`src/rtl/boid_plotter.sv`:
```
// ---------------------------------------------------------------------------
// boid_plotter
//   Per-frame draw sequencer feeding a double-buffered 1-bit framebuffer.
//   A frame tick toggles the buffer select, runs one full clear sweep of the
//   back buffer, and streams every boid's (x, y) from the position memory into
//   pixel writes. Boids outside the framebuffer are clipped and counted.
//
// Ports
//   clk            system clock, rising edge
//   reset          synchronous, active-high
//   frame_start    one-cycle frame tick
//   boid_idx       read address into the boid position memory
//   boid_x/boid_y  boid coordinates, one cycle after boid_idx
//   fb_we          framebuffer write enable
//   fb_write_addr  pixel address {y, x}; 0 when fb_we is low
//   fb_write_data  pixel value, always 1
//   fb_swap        one-cycle buffer-toggle pulse
//   fb_clear       clear-sweep enable, held for one full buffer sweep
//   busy           high from the swap cycle through frame_done
//   frame_done     one-cycle pulse when plot and clear are both finished
//   clip_count     clipped boids in the current/last frame, saturating
//   overrun        sticky flag: frame tick arrived while busy
// ---------------------------------------------------------------------------
module boid_plotter #(
  parameter int NUM_BOIDS      = 16,
  parameter int BOID_IDX_WIDTH = 4,
  parameter int COORD_WIDTH    = 8,
  parameter int FB_W_LOG2      = 5,
  parameter int FB_H_LOG2      = 5,
  parameter int ADDR_WIDTH     = 10
) (
  input  logic                      clk,
  input  logic                      reset,
  input  logic                      frame_start,
  output logic [BOID_IDX_WIDTH-1:0] boid_idx,
  input  logic [COORD_WIDTH-1:0]    boid_x,
  input  logic [COORD_WIDTH-1:0]    boid_y,
  output logic                      fb_we,
  output logic [ADDR_WIDTH-1:0]     fb_write_addr,
  output logic                      fb_write_data,
  output logic                      fb_swap,
  output logic                      fb_clear,
  output logic                      busy,
  output logic                      frame_done,
  output logic [7:0]                clip_count,
  output logic                      overrun
);

  typedef enum logic [1:0] {
    IDLE = 2'd0,
    SWAP = 2'd1,
    RUN  = 2'd2
  } state_t;

  localparam logic [BOID_IDX_WIDTH-1:0] LAST_IDX = BOID_IDX_WIDTH'(NUM_BOIDS - 1);

  state_t                  state;
  state_t                  state_nxt;

  logic                    vld_p0;
  logic                    vld_p1;
  logic                    vld_p2;

  logic [ADDR_WIDTH-1:0]   clear_cnt;
  logic                    clear_done;

  logic                    clip_p1;
  logic [ADDR_WIDTH-1:0]   addr_p1;
  logic                    run_empty;

  function automatic logic [7:0] sat_inc(input logic [7:0] v);
    return (v == 8'hFF) ? v : v + 8'd1;
  endfunction

  // ---- state register ----
  always_ff @(posedge clk) begin
    if (reset) begin
      state <= IDLE;
    end else begin
      state <= state_nxt;
    end
  end

  // The frame ends only once the clear sweep is exhausted and no boid is
  // still in flight anywhere in the plot pipeline.
  assign run_empty = clear_done && !vld_p0 && !vld_p1 && !vld_p2;

  always_comb begin
    state_nxt  = state;
    fb_swap    = 1'b0;
    busy       = 1'b0;
    frame_done = 1'b0;
    case (state)
      IDLE: begin
        if (frame_start) state_nxt = SWAP;
      end
      SWAP: begin
        fb_swap   = 1'b1;
        busy      = 1'b1;
        state_nxt = RUN;
      end
      RUN: begin
        busy = 1'b1;
        if (run_empty) begin
          frame_done = 1'b1;
          state_nxt  = IDLE;
        end
      end
      default: state_nxt = IDLE;
    endcase
  end

  assign fb_write_data = 1'b1;

  // Clip test looks only at the coordinate bits above the framebuffer size.
  always_comb begin
    clip_p1 = ((boid_x >> FB_W_LOG2) != '0) || ((boid_y >> FB_H_LOG2) != '0);
    addr_p1 = {boid_y[FB_H_LOG2-1:0], boid_x[FB_W_LOG2-1:0]};
  end

  // ---- clear engine ----
  // The framebuffer restarts its sweep whenever the enable drops, so the
  // enable is held without a break for exactly 2^ADDR_WIDTH cycles.
  always_ff @(posedge clk) begin
    if (reset) begin
      fb_clear   <= 1'b0;
      clear_cnt  <= '0;
      clear_done <= 1'b0;
    end else if (state == SWAP) begin
      fb_clear   <= 1'b1;
      clear_cnt  <= '0;
      clear_done <= 1'b0;
    end else if (fb_clear) begin
      if (clear_cnt == '1) begin
        fb_clear   <= 1'b0;
        clear_done <= 1'b1;
      end else begin
        clear_cnt <= clear_cnt + 1'b1;
      end
    end
  end

  // ---- S0: boid index issue ----
  always_ff @(posedge clk) begin
    if (reset) begin
      vld_p0   <= 1'b0;
      boid_idx <= '0;
    end else if (state == SWAP) begin
      vld_p0   <= 1'b1;
      boid_idx <= '0;
    end else if (vld_p0) begin
      if (boid_idx == LAST_IDX) begin
        vld_p0 <= 1'b0;
      end else begin
        boid_idx <= boid_idx + 1'b1;
      end
    end
  end

  // ---- S1: coordinates on the bus, clip decided; S2: write or count ----
  always_ff @(posedge clk) begin
    if (reset) begin
      vld_p1        <= 1'b0;
      vld_p2        <= 1'b0;
      fb_we         <= 1'b0;
      fb_write_addr <= '0;
    end else begin
      vld_p1        <= vld_p0;
      vld_p2        <= vld_p1;
      fb_we         <= vld_p1 && !clip_p1;
      fb_write_addr <= (vld_p1 && !clip_p1) ? addr_p1 : '0;
    end
  end

  // ---- status ----
  always_ff @(posedge clk) begin
    if (reset) begin
      clip_count <= '0;
      overrun    <= 1'b0;
    end else begin
      if (state == IDLE && frame_start) begin
        clip_count <= '0;
      end else if (vld_p1 && clip_p1) begin
        clip_count <= sat_inc(clip_count);
      end
      // A tick on the frame_done edge still sees a busy block and is dropped.
      if (frame_start && state != IDLE) begin
        overrun <= 1'b1;
      end
    end
  end

endmodule
```
`config.mk`:
```
export PLATFORM = sky130hd
export DESIGN_NAME = boid_plotter
export DESIGN_NICKNAME = d
export VERILOG_FILES = /design/src/rtl/boid_plotter.sv
export SDC_FILE = /design/constraint.sdc
export NUM_CORES = 1
export LEC_CHECK = 0
export BUFFER_PORTS_ARGS = -buffer_cell sky130_fd_sc_hd__buf_2
export CAP_MARGIN = 20
export CELL_PAD_IN_SITES_DETAIL_PLACEMENT = 2
export CELL_PAD_IN_SITES_GLOBAL_PLACEMENT = 2
export CORE_MARGIN = 2
export CORE_UTILIZATION = 32
export CTS_BUF_LIST = sky130_fd_sc_hd__clkbuf_8 sky130_fd_sc_hd__clkbuf_16
export CTS_CLUSTER_SIZE = 16
export DETAILED_ROUTE_END_ITERATION = 12
export PLACE_DENSITY_LB_ADDON = 0.1
export SYNTH_ARGS = -nofsm -noshare
export SYNTH_HDL_FRONTEND = slang
export SYNTH_SLANG_ARGS = --single-unit
```
`constraint.sdc`:
```
create_clock -name clk -period 3.3 [get_ports clk]
set_clock_uncertainty 0.2 [all_clocks]
set_input_delay 0.165 -clock clk [delete_from_list [all_inputs] [get_ports clk]]
set_output_delay 0.165 -clock clk [all_outputs]
set_load 0.05 [all_outputs]
```
Word-level counts from Yosys, hierarchy flattened
Index checks and enable logic that the tools add are counted.
Cells by class
  add/subtract/negate cells: 3
  equal/unequal tests: 7
  mux-type cells: 13
  bitwise operators: 4
  reductions and logical operators: 25
Operators by type and width (number)
  8-bit nonzero test: 2
  10-bit by 1-bit adder with 10-bit output, second input constant: 1
  10-bit == test, second input constant: 1
  1-bit two-way mux: 10
  2-bit AND reduction: 5
  8-bit by 1-bit adder with 8-bit output, second input constant: 1
  8-bit == test, second input constant: 1
  2-bit OR reduction: 4
  1-bit logical AND: 7
  2-bit case mux with 3 select lines: 1
  4-bit by 1-bit adder with 4-bit output, second input constant: 1
  4-bit == test, second input constant: 1
  1-bit zero test: 4
  2-bit two-way mux: 2
  2-bit != test, second input constant: 2
  1-bit inverter: 4
  2-bit by 1-bit == test with 1-bit output, second input constant: 1
  2-bit == test, second input constant: 1
  2-bit zero test: 1
  2-bit nonzero test: 1
  1-bit logical OR: 1
Storage, ports and cells
  register bits after elaboration: 41
  input bits: 19
  output and inout port bits: 29
  word-level logic and storage cells: 64

Longest topological paths before layout
  word-level depth: 6
  depth in mapped cells: 6
  mapped depth without buffers: 6

Worst setup path after synthesis
OpenSTA, ideal clock, no wires.
  path type: reg2reg
  start point: register clip_count[0]
  end point: register clip_count[4]
  setup time: 0.116 ns
  data arrival time: 1.626 ns
  data required time: 2.984 ns
  slack: 1.358 ns
  stages on the path, launching flop included: 6
  buffers on the path: 0
  clock period less this slack: 1.942 ns
  cell sequence: dfxtp_1 -> ha_1 -> nand2_1 -> a31oi_1 -> a31oi_1 -> a41o_1
On the way
  cells in the longest elaborated chain, start to end: 3
  elaborated cells between the ends (all ways): 4
  classes of those cells: add/sub (1); eq/ne (1); bitwise (1); reduce/logical (1)
RTL lines
  from (decl): RTL line 45  | output logic [7:0] clip_count,
  from (signal assigned): RTL line 184  | clip_count <= sat_inc(clip_count);
  parallel branches: the longest is 3 deep, another holds 8-bit by 1-bit adder with 8-bit output
Several ways; the timed one is not identified.
A chain may end at the register's enable or synchronous reset.

Worst setup path after layout
  start point: register vld_p0
  end point: output port frame_done
On the way
  cells in the longest elaborated chain, start to end: 6
RTL lines
  from (decl): RTL line 60  | logic vld_p0;
  from (signal assigned): RTL line 146  | vld_p0 <= 1'b0;
  from (signal assigned): RTL line 149  | vld_p0 <= 1'b1;
  from (signal assigned): RTL line 153  | vld_p0 <= 1'b0;
  1-bit zero test: RTL line 86  | assign run_empty = clear_done && !vld_p0 && !vld_p1 && !vld_p2;
  1-bit logical AND (3 in series): RTL line 86
  1-bit two-way mux: RTL line 104  | if (run_empty) begin
  1-bit two-way mux: RTL line 93  | case (state)
  to (decl): RTL line 44  | output logic frame_done,
Every way passes these cells.

==> summary.txt <==
Status = finished, final reports clean
Antenna cells = 0
Clk pwr share = 33.0%
Hold path startpoint = boid_y[7]
Most frequent cell after synthesis = dfxtp_1
Crit start category = register
Type of the worst setup path = register to output port
Routed Antenna Nets = 0
Share of the synthesized area in the top cell type = 46.6%
Fmax = 501 MHz
Largest cells by area after synthesis = dfxtp_1, ha_1, nor2_1, and2_1, a21oi_1
Residual DRC = 0
Fraction of layout cells with a size suffix above 1 = 25.9%
Final worst slack = 1300 ps
Max layer used = met4
DP Area = 0.00205 mm2
Power, Total = 1.29 mW
Final hold violation count = 0
Clock tree root buffer cell = clkbuf_8
Max Slew Vio Count = 0
Nets = 272
Met2 WL post-DR = 2.60 mm
Yosys cell types = 40
P_leak = 0.996 nW
GP Congestion = 0.750
Violation count after the first detailed-route iteration = 60
Reg-to-Reg Start = state[1]
All-layer global routing usage = 17.0%
Biggest area consumer among synthesized cells = dfxtp_1
Setup WS pre-CTS = 1520 ps
Post-Syn Instances = 188
CP endpoint kind = output port
Max VDD drop = 0.000261 V
Met3 routed wirelength = 172 um
Final Setup Violations = 0
Clock slew at reported path FFs = 80 ps
Worst path required time = 2930 ps
GRT Residual Overflow = 0
Register area share after synthesis = 46.6%
CP max FO = 6
Clock Tree Buf Depth = 2
Final Cell Area = 0.00229 mm2
Int Pwr = 876 uW
Antenna violations before repair = 0
Top FF cell, synth = dfxtp_1
Syn_nets = 214
# IOs = 48
Vias in the first global route = 1,751
Finished Layout Cells = 319
CTS tree = yes
Largest net degree at the start of global routing = 17
Placed cells = 299
Post-Syn Area = 0.00176 mm2
Wire length per cell = 15.3 um
Vias per cell = 4.97
Core Area = 0.00541 mm2
Clock Latency Late Sink = 290 ps
Post-synth top cells = dfxtp_1, nor2_1, a21oi_1
Crit path time final = 2000 ps
Reg power frac = 43.1%
Register bit total from synthesis = 41
Width of the die = 78.2 um
# fillers = 605
Ys async rst share = 0%
Fin crit share = 60.5%
Setup repair bufs after CTS = 0
Syn_area_per_cell = 9.38 um2
Unrepaired setup endpoints after global routing = no
H-tree depth = 2
PwrDens = 565 mW/mm2
Setup TNS = 0 ps
Area Overhead vs Synth = 29.7%
Kind of path behind the tightest hold check = input pin to register
Post-synth EDFFs = 0
IO buf count = 46
Final WL = 4.87 mm
Die Height = 78.2 um
Wl on met1 = 2.01 mm
Inserted Clock Buffers = 5
Die Area = 0.00612 mm2
Synth Warn # = 0
DP HPWL = 3.49 mm
Clock sink count = 41
Sw power = 417 uW
Worst EP arrival = 1630 ps
Sw Share = 32.3%
Effective utilization at floorplan = 32.6%
Max-cap violation count = 0
Combinational share of power = 24.0%
First-pass GRT wire length = 8.19 mm
Via Count = 1,586
Crit path launch = vld_p0
Cell Rows = 27
First drt pass iteration count = 4
## worst max-delay path, cell delays in order, from the launching register on
cell     delay [ps]
dfxtp_1         370
or4b_4          570
nor2_1          130
buf_2           280
## per-stage QoR
| stage | hold WS, ps | utilization (%) |
|---|---|---|
| after CTS | 147 | 42.3 |
| after global placement | 166 | 37.9 |
| after floorplan | 86.7 | - |
| after detailed placement | 173 | 37.9 |
| after global routing | 184 | 42.3 |
| final | 159 | 42.3 |
## cell usage in the layout (no fill, tap or decap), types with 5 or more instances in the layout
master         synthesis  layout
nand3_1               10      10
and2_1                11      11
nand2_1               10      10
nor2_1                22      22
clkbuf_8               0       6
a21oi_1               13      13
buf_2                  5      46
dfxtp_1               41      41
a31oi_1                5       5
mux2i_1                5       5
inv_1                  8       8
ha_1                   7       7
dlygate4sd3_1          0      12
## layout make-up
| class | count | area (um2) | share of cell area, % |
|---|---|---|---|
| Multi-Input combinational cell | 132 | 876 | 38.3 |
| Clock inverter | 2 | 37.5 | 1.64 |
| Sequential cell | 41 | 821 | 35.9 |
| Timing Repair Buffer | 58 | 350 | 15.3 |
| Tap cell | 72 | 90.1 | 3.94 |
| Clock buffer | 6 | 82.6 | 3.61 |
| Inverter | 8 | 30.0 | 1.31 |
## path summary, 6_finish.rpt
check / end / slack, ps / cells past startpoint
max: frame_done / 1300 / 3
min: fb_we / 160 / 3
max reg2reg: clear_cnt[4] / 1520 / 5
min reg2reg: overrun / 300 / 2
## state kept, by name (all words and copies together) (netlist names)
name           count
clear_cnt         10
fb_write_addr     10
clip_count         8
boid_idx           4
state              2
clear_done         1
fb_clear           1
fb_we              1
overrun            1
vld_p0             1
vld_p1             1
vld_p2             1
## power groups by stage
stage          Sequential [mW]  Clock [mW]  Combinational (mW)
2_1_floorplan            0.601           0               0.197
3_3_place_gp             0.564           0               0.289
3_5_place_dp             0.569           0               0.301
4_1_cts                  0.557       0.438               0.315
5_1_grt                  0.562       0.463               0.340
6_report                 0.557       0.426               0.310
## per-layer routing
layer  up-vias  global-route usage, %
li1        775                      -
met1       770                   18.8
met2        32                   32.5
met3         9                   2.99
met4         0                   5.96
met5         -                      0
## logic make-up after synthesis
kind of cell / count (synthesis) / share of synthesized area [%]
AND/OR/NAND/NOR: 77 / 23.4
XOR/XNOR: 7 / 3.48
AO/OA/AOI/OAI: 35 / 14.8
buffers and inverters: 15 / 3.76
adder cells (fa/ha/maj): 7 / 4.97
flip-flops: 41 / 46.6
other: 1 / 0.213
multiplexers: 5 / 2.84
## repair_timing
item                      4_1_cts  5_1_grt
gates resized for setup         0        0
hold buffers                   12        0
hold endpoints to repair       12        0
Note: power is estimated with default switching activity, not from simulation.
